`src/rtl/sram_bist_pkg.sv`:
```
// Shared types and constants for the BIST-facing SRAM fault model.
package sram_bist_pkg;

  localparam int unsigned DEF_DATA_W = 4;
  localparam int unsigned DEF_ADDR_W = 8;
  localparam int unsigned MAX_ADDR_W = 32;
  localparam int unsigned MAX_BIT_W  = 8;

  localparam logic [1:0] FLT_SA0 = 2'd0;
  localparam logic [1:0] FLT_SA1 = 2'd1;
  localparam logic [1:0] FLT_TFU = 2'd2;
  localparam logic [1:0] FLT_TFD = 2'd3;

  // Fields are sized to the widest supported array so one type serves every instance.
  typedef struct packed {
    logic                  en;
    logic [1:0]            ftype;
    logic [MAX_ADDR_W-1:0] addr;
    logic [MAX_BIT_W-1:0]  bitpos;
  } flt_entry_t;

endpackage

```
`src/rtl/sram_fault_table.sv`:
```
// Programmable fault table; decodes per-bit fault masks for the word being accessed.
module sram_fault_table
  import sram_bist_pkg::*;
#(
  parameter int unsigned DATA_W     = DEF_DATA_W,
  parameter int unsigned ADDR_W     = DEF_ADDR_W,
  parameter int unsigned NUM_FAULTS = 4,
  parameter int unsigned IDX_W      = 2,
  parameter int unsigned BIT_W      = 2
) (
  input  logic              clk,
  input  logic              rst_n,
  input  logic              flt_wr,
  input  logic [IDX_W-1:0]  flt_idx,
  input  logic              flt_en,
  input  logic [1:0]        flt_type,
  input  logic [ADDR_W-1:0] flt_addr,
  input  logic [BIT_W-1:0]  flt_bit,
  input  logic [ADDR_W-1:0] addr,
  output logic [DATA_W-1:0] sa0_mask_c,
  output logic [DATA_W-1:0] sa1_mask_c,
  output logic [DATA_W-1:0] tfu_mask_c,
  output logic [DATA_W-1:0] tfd_mask_c
);

  flt_entry_t tbl_q [NUM_FAULTS];
  flt_entry_t tbl_d [NUM_FAULTS];

  // Indices beyond the table never match, so out-of-range writes fall away.
  always_comb begin
    tbl_d = tbl_q;
    for (int i = 0; i < NUM_FAULTS; i++) begin
      if (flt_wr && (flt_idx == IDX_W'(i))) begin
        tbl_d[i] = '{en:     flt_en,
                     ftype:  flt_type,
                     addr:   MAX_ADDR_W'(flt_addr),
                     bitpos: MAX_BIT_W'(flt_bit)};
      end
    end
  end

  always_ff @(posedge clk or negedge rst_n) begin
    if (!rst_n) begin
      for (int i = 0; i < NUM_FAULTS; i++) tbl_q[i] <= '0;
    end else begin
      tbl_q <= tbl_d;
    end
  end

  // Ascending scan: a later matching entry overwrites the bit, so the highest index wins.
  always_comb begin
    sa0_mask_c = '0;
    sa1_mask_c = '0;
    tfu_mask_c = '0;
    tfd_mask_c = '0;
    for (int i = 0; i < NUM_FAULTS; i++) begin
      for (int b = 0; b < DATA_W; b++) begin
        if (tbl_q[i].en && (tbl_q[i].addr == MAX_ADDR_W'(addr)) &&
            (tbl_q[i].bitpos == MAX_BIT_W'(b))) begin
          sa0_mask_c[b] = (tbl_q[i].ftype == FLT_SA0);
          sa1_mask_c[b] = (tbl_q[i].ftype == FLT_SA1);
          tfu_mask_c[b] = (tbl_q[i].ftype == FLT_TFU);
          tfd_mask_c[b] = (tbl_q[i].ftype == FLT_TFD);
        end
      end
    end
  end

endmodule

```
`config.mk`:
```
export PLATFORM = sky130hd
export DESIGN_NAME = sram_fault_table
export DESIGN_NICKNAME = d
export VERILOG_FILES = /design/src/rtl/sram_bist_pkg.sv /design/src/rtl/sram_fault_table.sv
export SDC_FILE = /design/constraint.sdc
export NUM_CORES = 1
export LEC_CHECK = 0
export ABC_AREA = 1
export CAP_MARGIN = 20
export CORE_MARGIN = 5
export CORE_UTILIZATION = 51
export CTS_CLUSTER_DIAMETER = 150
export DETAILED_ROUTE_END_ITERATION = 10
export PLACE_DENSITY = 0.82
export RECOVER_POWER = 50
export SLEW_MARGIN = 20
export SYNTH_ARGS = -nofsm -noshare
export SYNTH_HDL_FRONTEND = slang
export SYNTH_SLANG_ARGS = --single-unit
```
`constraint.sdc`:
```
create_clock -name clk -period 1.8 [get_ports clk]
set_clock_uncertainty 0.2 [all_clocks]
set_input_delay 0.36 -clock clk [delete_from_list [all_inputs] [get_ports clk]]
set_output_delay 0.36 -clock clk [all_outputs]
set_load 0.01 [all_outputs]
```
### Word level (Yosys, flattened, before mapping)

Index checks and enable logic that the tools add are counted.

| word-level totals | value |
|---|---|
| register bits after elaboration | 52 |
| output and inout bits | 16 |
| logic and storage cells | 144 |

| cells by class | value |
|---|---|
| equality and inequality tests | 31 |
| muxes and demuxes | 64 |
| reductions and logical operators | 33 |

Operator list:

| kind | number |
|---|---|
| 1-bit 2-to-1 mux | 64 |
| 2-bit equality test (second input constant) | 18 |
| 8-bit equality test | 4 |
| 8-bit zero test | 4 |
| 1-bit logical AND | 24 |
| 2-bit by 1-bit equality test with 1-bit output (second input constant) | 9 |
| 2-bit zero test | 5 |

### Depth between registers and ports, before layout

| logic depth | value |
|---|---|
| word-level depth | 7 |
| gate-level depth with buffers | 13 |

### Worst setup path after synthesis

Ideal clock, no wire load.

| timing path | value |
|---|---|
| path kind | input to output |
| from | input addr[4] |
| to | output sa0_mask_c[2] |
| arrival time | 1.499 ns |
| setup slack | -0.259 ns |
| cell stages on the path | 10 |
| buffers on the path | 2 |
| cells stage by stage | buf_6 > xor2_1 > nor2_1 > nand2_1 > nor2_2 > buf_6 > nand4_1 > nand2_1 > inv_1 > a21oi_1 |

| on the way | value |
|---|---|
| cells in the longest elaborated chain, start to end | 7 |

Ends and longest elaborated chain:

| element | line | source |
|---|---|---|
| start: declaration | sram_fault_table.sv:19 | `input logic [ADDR_W-1:0] addr,` |
| 8-bit equality test | sram_fault_table.sv:58 | `if (tbl_q[i].en && (tbl_q[i].addr == MAX_ADDR_W'(addr)) &&` |
| 1-bit logical AND (2 in a row) | sram_fault_table.sv:58 |  |
| 1-bit 2-to-1 mux (3 in a row) | sram_fault_table.sv:58 |  |
| 1-bit 2-to-1 mux (*) | sram_fault_table.sv:58 |  |
| end: declaration | sram_fault_table.sv:20 | `output logic [DATA_W-1:0] sa0_mask_c,` |

Mark *: on every way between the ends. The rest lies on a longest branch, timed or not.

### Worst setup path after layout

| timing path | value |
|---|---|
| from | register tbl_q[98] (netlist bit) |
| to | output tfu_mask_c[1] |

| on the way | value |
|---|---|
| cells in the longest elaborated chain, start to end | 6 |

Ends and longest elaborated chain:

| element | line | source |
|---|---|---|
| start: declaration | sram_fault_table.sv:26 | `flt_entry_t tbl_q [NUM_FAULTS];` |
| start signal: assignment | sram_fault_table.sv:46 | `tbl_q <= tbl_d;` |
| 8-bit equality test | sram_fault_table.sv:58 |  |
| 1-bit logical AND (2 in a row) | sram_fault_table.sv:58 |  |
| 1-bit 2-to-1 mux (3 in a row) | sram_fault_table.sv:58 |  |
| end: declaration | sram_fault_table.sv:22 | `output logic [DATA_W-1:0] tfu_mask_c,` |

No other way between the ends.

==> reports/qor.txt <==
Post-synth ARST share = 100%
flip-flop count of the largest register after layout = 52
Std-Cell Core Area = 0.00683 mm^2
H-tree levels = 2
post-layout util = 74.0%
ANT cells = 0
CP max FO = 5
DRT antenna net count = 0
total number of vias = 4063
largest register by flop count = tbl_q
final total power = 3.40 mW
Final Setup Violations = 16
slowest stage cell, crit path = dfrtp_1
Final HPWL DP = 8.34 mm
routed len/inst = 14.7 um
Synth warnings = 0
cts bufs inserted = 5
Seq/Total Area, Yosys = 36.2%
die area = 0.00882 mm^2
global-route wire length before repair = 17.7 mm
Final Hold Violating Endpoints = 0
failing checks = setup timing
Slew @ Worst Pin = 0.693 ns
DR pass1 iterations = 5
Crit path top cell by count = buf_6
Syn Area/Cell = 6.49 um^2
Setup CP Type = reg -> out
DIE HEIGHT = 93.9 um
synth unique cells = 27
clk sinks = 52
Nets = 693
Remaining DRCs = 0
die width = 93.9 um
RSZ-0062 raised after global routing = true
slew margin rel. = 53.8%
Starting Density = 52.6%
Synth Instances = 553
antenna violations before repair = 0
Hold Path Class = reg -> reg
mapped cell area = 0.00359 mm^2
buffers added on ports = 41
pins over their slew limit = 0
row count = 30
commonest non-fill, non-tap cell in the layout = nand2_1
WP data required = 1.24 ns
Mapped Nets = 579
Overflow after GRT = 0
Max Fclk = 383 MHz
CP startpoint kind = flop
Max clock buf depth = 2
Boundary Pins = 42
All-Layer GR Usage = 25.7%
Vias/cell = 5.32
fill cell count = 570
synth-to-layout area growth = 40.8%
critical path, cell by cell = inv_1 -> nand2_2 -> nand3_1 -> nand3b_1 -> nor2_4 -> buf_6 -> buf_6 -> nand3_2 -> nand3_2 -> nand2_1 -> nand2_1 -> nand2_2 -> buf_6
CTS root buf = clkbuf_8
clock edge transition at the registers on the reported setup and hold paths = 0.10 ns
status = finished with violations
CTS tree = done
leakage power = 2.58 nW
Worst EP arrival = 2.05 ns
Routed WL = 11.3 mm
Clock Latency Late Sink = 0.30 ns
total of max-cap violations = 0
vias in the first global route = 3815
ratio of cells with drive above 1 in the final layout = 29.5%
Seq cells post-synth = 52
biggest regs = tbl_q x52
CP endpoint kind = output port
number of synthesized flops with an enable pin = 0
Max rail drop VDD = 0.584 mV
Iter 0 DRT Violations = 257
largest net degree at the start of global routing = 53
period utilisation layout = 145%
gpl congestion = 0.920
min cycle time layout = 2.61 ns
most frequent cells in the layout = nand2_1 (153), inv_1 (68), buf_4 (64)
Post-synth top flop = dfrtp_1
slowest stage delay, CP = 0.40 ns
final setup margin = -0.810 ns
Pwr per Cell Area = 673 mW/mm^2
## critical path, delay by kind of cell, from the launching register on
family,cells,cell delay (ns)
buffers and inverters,4,0.42
flip-flops,1,0.40
AND/OR/NAND/NOR,9,0.92
## per-stage QoR
stage / worst slack (ns) / TNS, ns / hold WS [ns] / area, um^2 / std cells
floorplan: -0.157 / -2.21 / -0.136 / 3670 / 553
global placement: -1.46 / -22.17 / 0.166 / 4630 / 736
detailed placement: -1.48 / -22.67 / 0.180 / 4630 / 736
CTS: -0.805 / -12.21 / 0.316 / 4900 / 754
global route: -0.934 / -14.36 / 0.344 / 5060 / 764
finish: -0.810 / -12.30 / 0.311 / 5060 / 764
## kinds of logic (layout without fill, tap and decap cells)
family,after synthesis,in the layout,share of synthesized area [%]
xor+xnor,7,7,1.71
flops,52,52,36.2
compound gates,73,73,10.7
simple gates,323,323,40.4
buf+inv,98,213,10.9
## cells in the mapped netlist (5+ instances only)
master	instances	area (um^2)
clkbuf_1	10	37.5
o21ai_0	58	290
a21oi_1	5	25.0
nand3_1	35	175
nand4_1	36	225
nor2_1	53	199
inv_2	8	30.0
inv_1	71	267
nand2_1	178	668
dfrtp_1	52	1300
xor2_1	5	43.8
## routing by layer
metal,vias to the layer above,track usage (%),wire (um)
li1,1997,-,-
met1,1901,29.1,4450
met2,128,48.2,5870
met3,37,3.13,549
met4,0,10.5,404
met5,-,0,0
## final cells by class
cell class              instances  area [um^2]  area share (%)
multi-input cells             403         2170            42.8
flip-flops and latches         52         1300            25.7
repair buffers                122         1060            21.1
inverters                      83          312            6.16
well taps                      96          120            2.38
clock buffers                   7         86.3            1.71
clock inverters                 1         7.51           0.148
## report_power, final
part           switching [mW]  leakage (nW)  internal, mW
Clock                   0.374        0.0445         0.313
Sequential              0.181         0.649          1.35
Combinational           0.675          1.89         0.507
## timing repair
action / in CTS / in global routing
setup buffers: 11 / 9
pin swaps: 30 / 25
hold endpoints to repair: 52 / 0
gates resized for setup: 121 / 37
endpoints found under the setup margin: 16 / 16
cloned: 0 / 1
hold buffers: 1 / 0
## worst paths after layout
kind / cells past startpoint / startpoint / end / slack, ns
worst max-delay path: 13 / tbl_q[98] / tfu_mask_c[1] / -0.81
min in group asynchronous: 3 / rst_n / tbl_q[53] / 0.55
worst max register to register: 3 / tbl_q[87] / tbl_q[87] / 0.67
max in group asynchronous: 3 / rst_n / tbl_q[83] / 0.40
worst min-delay path: 2 / tbl_q[137] / tbl_q[137] / 0.31
worst min register to register: 2 / tbl_q[137] / tbl_q[137] / 0.31
Note: power is estimated with default switching activity, not from simulation.
